File: src/rtl/instr_fetch_unit.sv
`default_nettype none
// ============================================================================
// Module      : instr_fetch_unit
// Description : Fetches one 32-bit instruction per branch-facility address and
//               hands it to instruction identify; stalls the branch facility
//               until the instruction is consumed.
// Revision    : 1.0 - initial release
// ============================================================================
module instr_fetch_unit #(
    parameter int TIMEOUT = 255
) (
    input  logic         i_clk,
    input  logic         i_rst,
    input  logic         i_32b_mode,
    input  logic [0:63]  i_next_instr_addr,
    output logic         o_stall,
    output logic         o_mem_req_valid,
    input  logic         i_mem_req_ready,
    output logic [0:63]  o_mem_req_addr,
    input  logic         i_mem_rsp_valid,
    input  logic [0:31]  i_mem_rsp_data,
    input  logic         i_mem_rsp_err,
    output logic [0:31]  o_instr,
    output logic [0:63]  o_instr_addr,
    output logic         o_instr_valid,
    input  logic         i_instr_ready,
    output logic [0:2]   o_err,
    output logic         o_halted,
    output logic         o_err_spurious_rsp
);

    localparam logic [1:0]  c_st_req       = 2'd0;
    localparam logic [1:0]  c_st_wait      = 2'd1;
    localparam logic [1:0]  c_st_out       = 2'd2;
    localparam logic [1:0]  c_st_halt      = 2'd3;
    localparam logic [15:0] c_timeout_last = 16'(TIMEOUT - 1);

    logic [1:0]  r_state;
    logic [1:0]  w_state_next;
    logic [0:63] r_fetch_addr;
    logic [0:31] r_instr;
    logic [0:63] r_instr_addr;
    logic [0:2]  r_err;
    logic        r_spurious;
    logic [15:0] r_cnt;

    logic        w_misaligned;
    logic        w_req_fire;
    logic        w_timeout;
    logic        w_instr_fire;
    logic [0:63] w_next_fetch;

    assign w_misaligned = (r_fetch_addr[62:63] != 2'b00);
    assign w_timeout    = (r_cnt == c_timeout_last);
    assign w_instr_fire = (r_state == c_st_out) && i_instr_ready;
    assign w_req_fire   = o_mem_req_valid && i_mem_req_ready;
    assign w_next_fetch = {(i_32b_mode ? 32'h0 : i_next_instr_addr[0:31]),
                           i_next_instr_addr[32:63]};

    // Request is suppressed while reset is asserted so memory never sees a
    // request that the reset is about to abandon.
    assign o_mem_req_valid    = !i_rst && (r_state == c_st_req) && !w_misaligned;
    assign o_mem_req_addr     = r_fetch_addr;
    assign o_instr            = r_instr;
    assign o_instr_addr       = r_instr_addr;
    assign o_instr_valid      = (r_state == c_st_out);
    assign o_stall            = !w_instr_fire;
    assign o_err              = r_err;
    assign o_halted           = (r_state == c_st_halt);
    assign o_err_spurious_rsp = r_spurious;

    always_comb begin
        w_state_next = r_state;
        case (r_state)
            c_st_req: begin
                if (w_misaligned)    w_state_next = c_st_halt;
                else if (w_req_fire) w_state_next = c_st_wait;
            end
            c_st_wait: begin
                // A response beats a simultaneous timeout.
                if (i_mem_rsp_valid)  w_state_next = i_mem_rsp_err ? c_st_halt : c_st_out;
                else if (w_timeout)   w_state_next = c_st_halt;
            end
            c_st_out: begin
                if (i_instr_ready) w_state_next = c_st_req;
            end
            c_st_halt: w_state_next = c_st_halt;
            default:   w_state_next = c_st_halt;
        endcase
    end

    always_ff @(posedge i_clk) begin
        if (i_rst) begin
            r_state      <= c_st_req;
            r_fetch_addr <= '0;
            r_instr      <= '0;
            r_instr_addr <= '0;
            r_err        <= '0;
            r_spurious   <= 1'b0;
            r_cnt        <= '0;
        end else begin
            r_state <= w_state_next;
            case (r_state)
                c_st_req: begin
                    if (w_misaligned)    r_err[0] <= 1'b1;
                    else if (w_req_fire) r_cnt    <= '0;
                end
                c_st_wait: begin
                    r_cnt <= r_cnt + 16'd1;
                    if (i_mem_rsp_valid) begin
                        if (i_mem_rsp_err) begin
                            r_err[1] <= 1'b1;
                        end else begin
                            r_instr      <= i_mem_rsp_data;
                            r_instr_addr <= r_fetch_addr;
                        end
                    end else if (w_timeout) begin
                        r_err[2] <= 1'b1;
                    end
                end
                c_st_out: begin
                    if (i_instr_ready) r_fetch_addr <= w_next_fetch;
                end
                default: ;
            endcase
            // Only WAIT can legitimately receive a response.
            if (i_mem_rsp_valid && (r_state != c_st_wait)) r_spurious <= 1'b1;
        end
    end

endmodule
`default_nettype wire
File: config.mk
export PLATFORM = sky130hd
export DESIGN_NAME = instr_fetch_unit
export DESIGN_NICKNAME = d
export VERILOG_FILES = /design/src/rtl/instr_fetch_unit.sv
export SDC_FILE = /design/constraint.sdc
export NUM_CORES = 1
export LEC_CHECK = 0
export ABC_AREA = 1
export CORE_AREA = 2 2 130 119
export DETAILED_ROUTE_END_ITERATION = 10
export DIE_AREA = 0 0 132 121
export PLACE_DENSITY = 0.87
export SYNTH_ARGS = -nofsm -noshare
export SYNTH_HDL_FRONTEND = slang
export SYNTH_SLANG_ARGS = --single-unit
File: constraint.sdc
create_clock -name i_clk -period 2.7 [get_ports i_clk]
set_clock_uncertainty 0.15 [all_clocks]
set_input_delay 0.81 -clock i_clk [delete_from_list [all_inputs] [get_ports i_clk]]
set_output_delay 0.81 -clock i_clk [all_outputs]
set_load 0.02 [all_outputs]
==> results.toml <==
[layout]
antenna_cells = 0
final_cell_mix = "266 x sky130_fd_sc_hd__clkdlybuf4s50_1, 182 x sky130_fd_sc_hd__dfxtp_1, 134 x sky130_fd_sc_hd__a21oi_1"
finish.instance_area_um2 = 10200
stdcell_count = 1289
layout_commonest_cell = "sky130_fd_sc_hd__clkdlybuf4s50_1"
post_route_cells_drive_above_1_share_pct = 6.78
syn2layout_area_growth_pct = 50.9
final_nets = 1183

[timing]
finalCritPeriodShare_pct = 98.8
max-slew-margin-rel_pct = 48.3
unrepaired_setup_endpoints_after_global_routing = "no"
final_critical_delay_including_setup_and_external_delays_ps = 2670
setup_viol = 0
maxSlewViolCount = 0
fmaxAchievable_ghz = 0.375
finalHoldViolCount = 0
max_slew.worst_pin.slew_ps = 775

[logic_synthesis]
synthCells = 831
post_synth.cell_area_avg_um2 = 8.15
syn_area_um2 = 6770
synth.ff_latch_count = 182
seq_area_frac_synth_pct = 53.8
synth.lib_cells_used.distinct = 27
synth_fp_nets = 936
ys.warnings.count = 0

[worst_setup_path]
critical_path.endpoint = "o_stall"
worst-setup-path-type = "in -> out"
rr_worst_depth = 6
cp_capture_type = "primary output"
ff2ff_setup_slack_ps = 620
critPathMaxFanout = 2
critical_path.startpoint = "i_instr_ready"
regToRegEndpoint = "o_mem_req_addr[9]$_SDFFE_PP0P_"
regToRegStartpoint = "r_state[0]$_SDFFE_PP0P_"
worstPathArrival_ps = 1710
critPathLaunchType = "input pin"
cp_data_required_time_ps = 1740

[routing]
drtPass1Iterations = 5
remaining_drc_errors = 0
via_per_inst = 5.06
avgRoutedWirePerCell_um = 15.9
route.vias.total = 6519
initialDrtViolationCount = 425
ant_nets = 0
postRouteWirelength_mm = 20.5

[power]
power_leakage_nw = 3.67
powerDensity_nw_per_um2 = 668
irDropWorstVdd_uv = 470

[min_path]
hold_crit_path_type = "reg -> reg"

[clock_network]
cts-htree-levels = 4
clock_tree_from_tritoncts = "done"
cts_resized = 4
clk_transition_reported_paths_ps = 60
buffers_from_clock_root_to_sink_at_most = 2
clock_sinks = 182
insertion_delay_ps = 420
root_buffer = "sky130_fd_sc_hd__clkbuf_16"
cts.repair_timing.setup_buffer_count = 0
cts-buffers-inserted = 17
holdBufCountCts = 0

[grt]
grt_total_usage_pct = 25.3
antenna_found_initial = 0
grt_pass1_wl_mm = 32.1
first_global_vias = 6182
grt_start_max_net_pins = 75
globalRouteOverflowTotal = 0

[floorplan]
placementRows = 42
die_h_um = 121
floorplan.initialDensity_pct = 46.5
core_um2 = 14600
top_level_ports = 271
total_die_area_um2 = 16000
floorplan.die.width_um = 132

[placed_design]
post-place-cells = 1257
placement.cell_area_um2 = 9640
place.port_buffers = 270
place_hpwl_mm = 14.1
gp_congestion = 0.857

[status]
status = "complete, no violations"

[flow_run]
max_cap_violations = 0
==> cell type report <==
class	instances	area (um^2)
fillers	1183	4340
flip-flops and latches	182	3640
repair buffers	287	2890
multi-input cells	515	2570
clock buffers	22	464
inverters	75	285
well taps	198	248
clock inverters	10	121
==> per-stage QoR <==
step | TNS [ps] | setup WS (ps) | util [%] | hold slack, ps | power, mW
after floorplan | 0 | 213 | - | 317 | 3.74
after global placement | -2000 | -252 | 66.2 | 287 | 4.39
after detailed placement | -3930 | -250 | 66.2 | 297 | 4.42
after CTS | 0 | 22.4 | 70.2 | 306 | 6.88
after global routing | 0 | 8.69 | 70.2 | 336 | 7.12
final | 0 | 32.8 | 70.2 | 303 | 6.83
==> how the worst min path moves through the flow <==
| stage | from | endpoint | slack (ps) | depth (start not counted) |
|---|---|---|---|---|
| floorplan | r_cnt[12]$_SDFFE_PP0P_ | r_cnt[12]$_SDFFE_PP0P_ | 320 | 2 |
| global placement | o_err[0]$_SDFFE_PP0P_ | o_err[0]$_SDFFE_PP0P_ | 290 | 2 |
| detailed placement | o_err[2]$_SDFFE_PP0P_ | o_err[2]$_SDFFE_PP0P_ | 300 | 2 |
| CTS | o_err[2]$_SDFFE_PP0P_ | o_err[2]$_SDFFE_PP0P_ | 310 | 2 |
| global route | o_err[2]$_SDFFE_PP0P_ | o_err[2]$_SDFFE_PP0P_ | 340 | 2 |
| finish | o_err[2]$_SDFFE_PP0P_ | o_err[2]$_SDFFE_PP0P_ | 300 | 2 |
==> per-layer routing <==
layer  vias to the layer above  GRT usage [%]  wire, um
li1                       3269              -         -
met4                         0           8.97       473
met3                        31           7.56      1210
met5                         -              0         0
met2                       170           43.2     10200
met1                      3049           30.4      8600
==> critical path: stages <==
cell and delay, ps:
sky130_fd_sc_hd__clkdlybuf4s50_1 520, sky130_fd_sc_hd__nand2_4 70, sky130_fd_sc_hd__clkdlybuf4s15_1 310
==> power by group <==
part           switching (mW)  total, mW  internal [mW]
Sequential              0.109       2.99           2.88
Combinational           0.758       1.38          0.621
Clock                    1.05       2.47           1.42
Total                    1.91       6.83           4.92
==> flip-flops by register name, summed over array words and instances (netlist names) <==
register,cells
o_mem_req_addr,64
r_cnt,16
o_instr_addr,64
o_err,3
o_instr,32
r_state,2
o_err_spurious_rsp,1
==> cell families (layout without fill, tap and decap cells) <==
logic type	Yosys count	after routing	synth area share, %
simple gates	226	226	13.9
fa+ha+maj	2	2	0.369
compound gates	287	287	23.6
flops	182	182	53.8
buf+inv	134	394	8.28
==> synth_stat cells <==
| cell | count | area share (%) |
|---|---|---|
| sky130_fd_sc_hd__a211oi_1 | 15 | 1.7 |
| sky130_fd_sc_hd__a211oi_2 | 16 | 3.0 |
| sky130_fd_sc_hd__a21oi_1 | 134 | 9.9 |
| sky130_fd_sc_hd__a31oi_1 | 1 | 0.092 |
| sky130_fd_sc_hd__and3_1 | 1 | 0.092 |
| sky130_fd_sc_hd__buf_1 | 1 | 0.055 |
| sky130_fd_sc_hd__buf_2 | 19 | 1.4 |
| sky130_fd_sc_hd__buf_4 | 3 | 0.33 |
| sky130_fd_sc_hd__buf_6 | 3 | 0.50 |
| sky130_fd_sc_hd__clkbuf_1 | 33 | 1.8 |
| sky130_fd_sc_hd__dfxtp_1 | 182 | 54 |
| sky130_fd_sc_hd__ha_1 | 2 | 0.37 |
| sky130_fd_sc_hd__inv_1 | 70 | 3.9 |
| sky130_fd_sc_hd__inv_2 | 5 | 0.28 |
| sky130_fd_sc_hd__nand2_1 | 51 | 2.8 |
| sky130_fd_sc_hd__nand2_2 | 2 | 0.18 |
| sky130_fd_sc_hd__nand3_1 | 38 | 2.8 |
| sky130_fd_sc_hd__nand4_1 | 6 | 0.55 |
| sky130_fd_sc_hd__nor2_1 | 122 | 6.8 |
| sky130_fd_sc_hd__nor2_4 | 2 | 0.33 |
| sky130_fd_sc_hd__nor3_1 | 2 | 0.15 |
| sky130_fd_sc_hd__nor3b_1 | 1 | 0.11 |
| sky130_fd_sc_hd__o211ai_1 | 1 | 0.11 |
| sky130_fd_sc_hd__o21ai_0 | 107 | 7.9 |
| sky130_fd_sc_hd__o21ai_1 | 12 | 0.89 |
| sky130_fd_sc_hd__o32ai_1 | 1 | 0.13 |
| sky130_fd_sc_hd__or2_2 | 1 | 0.092 |
(Power assumes the default switching activity.)
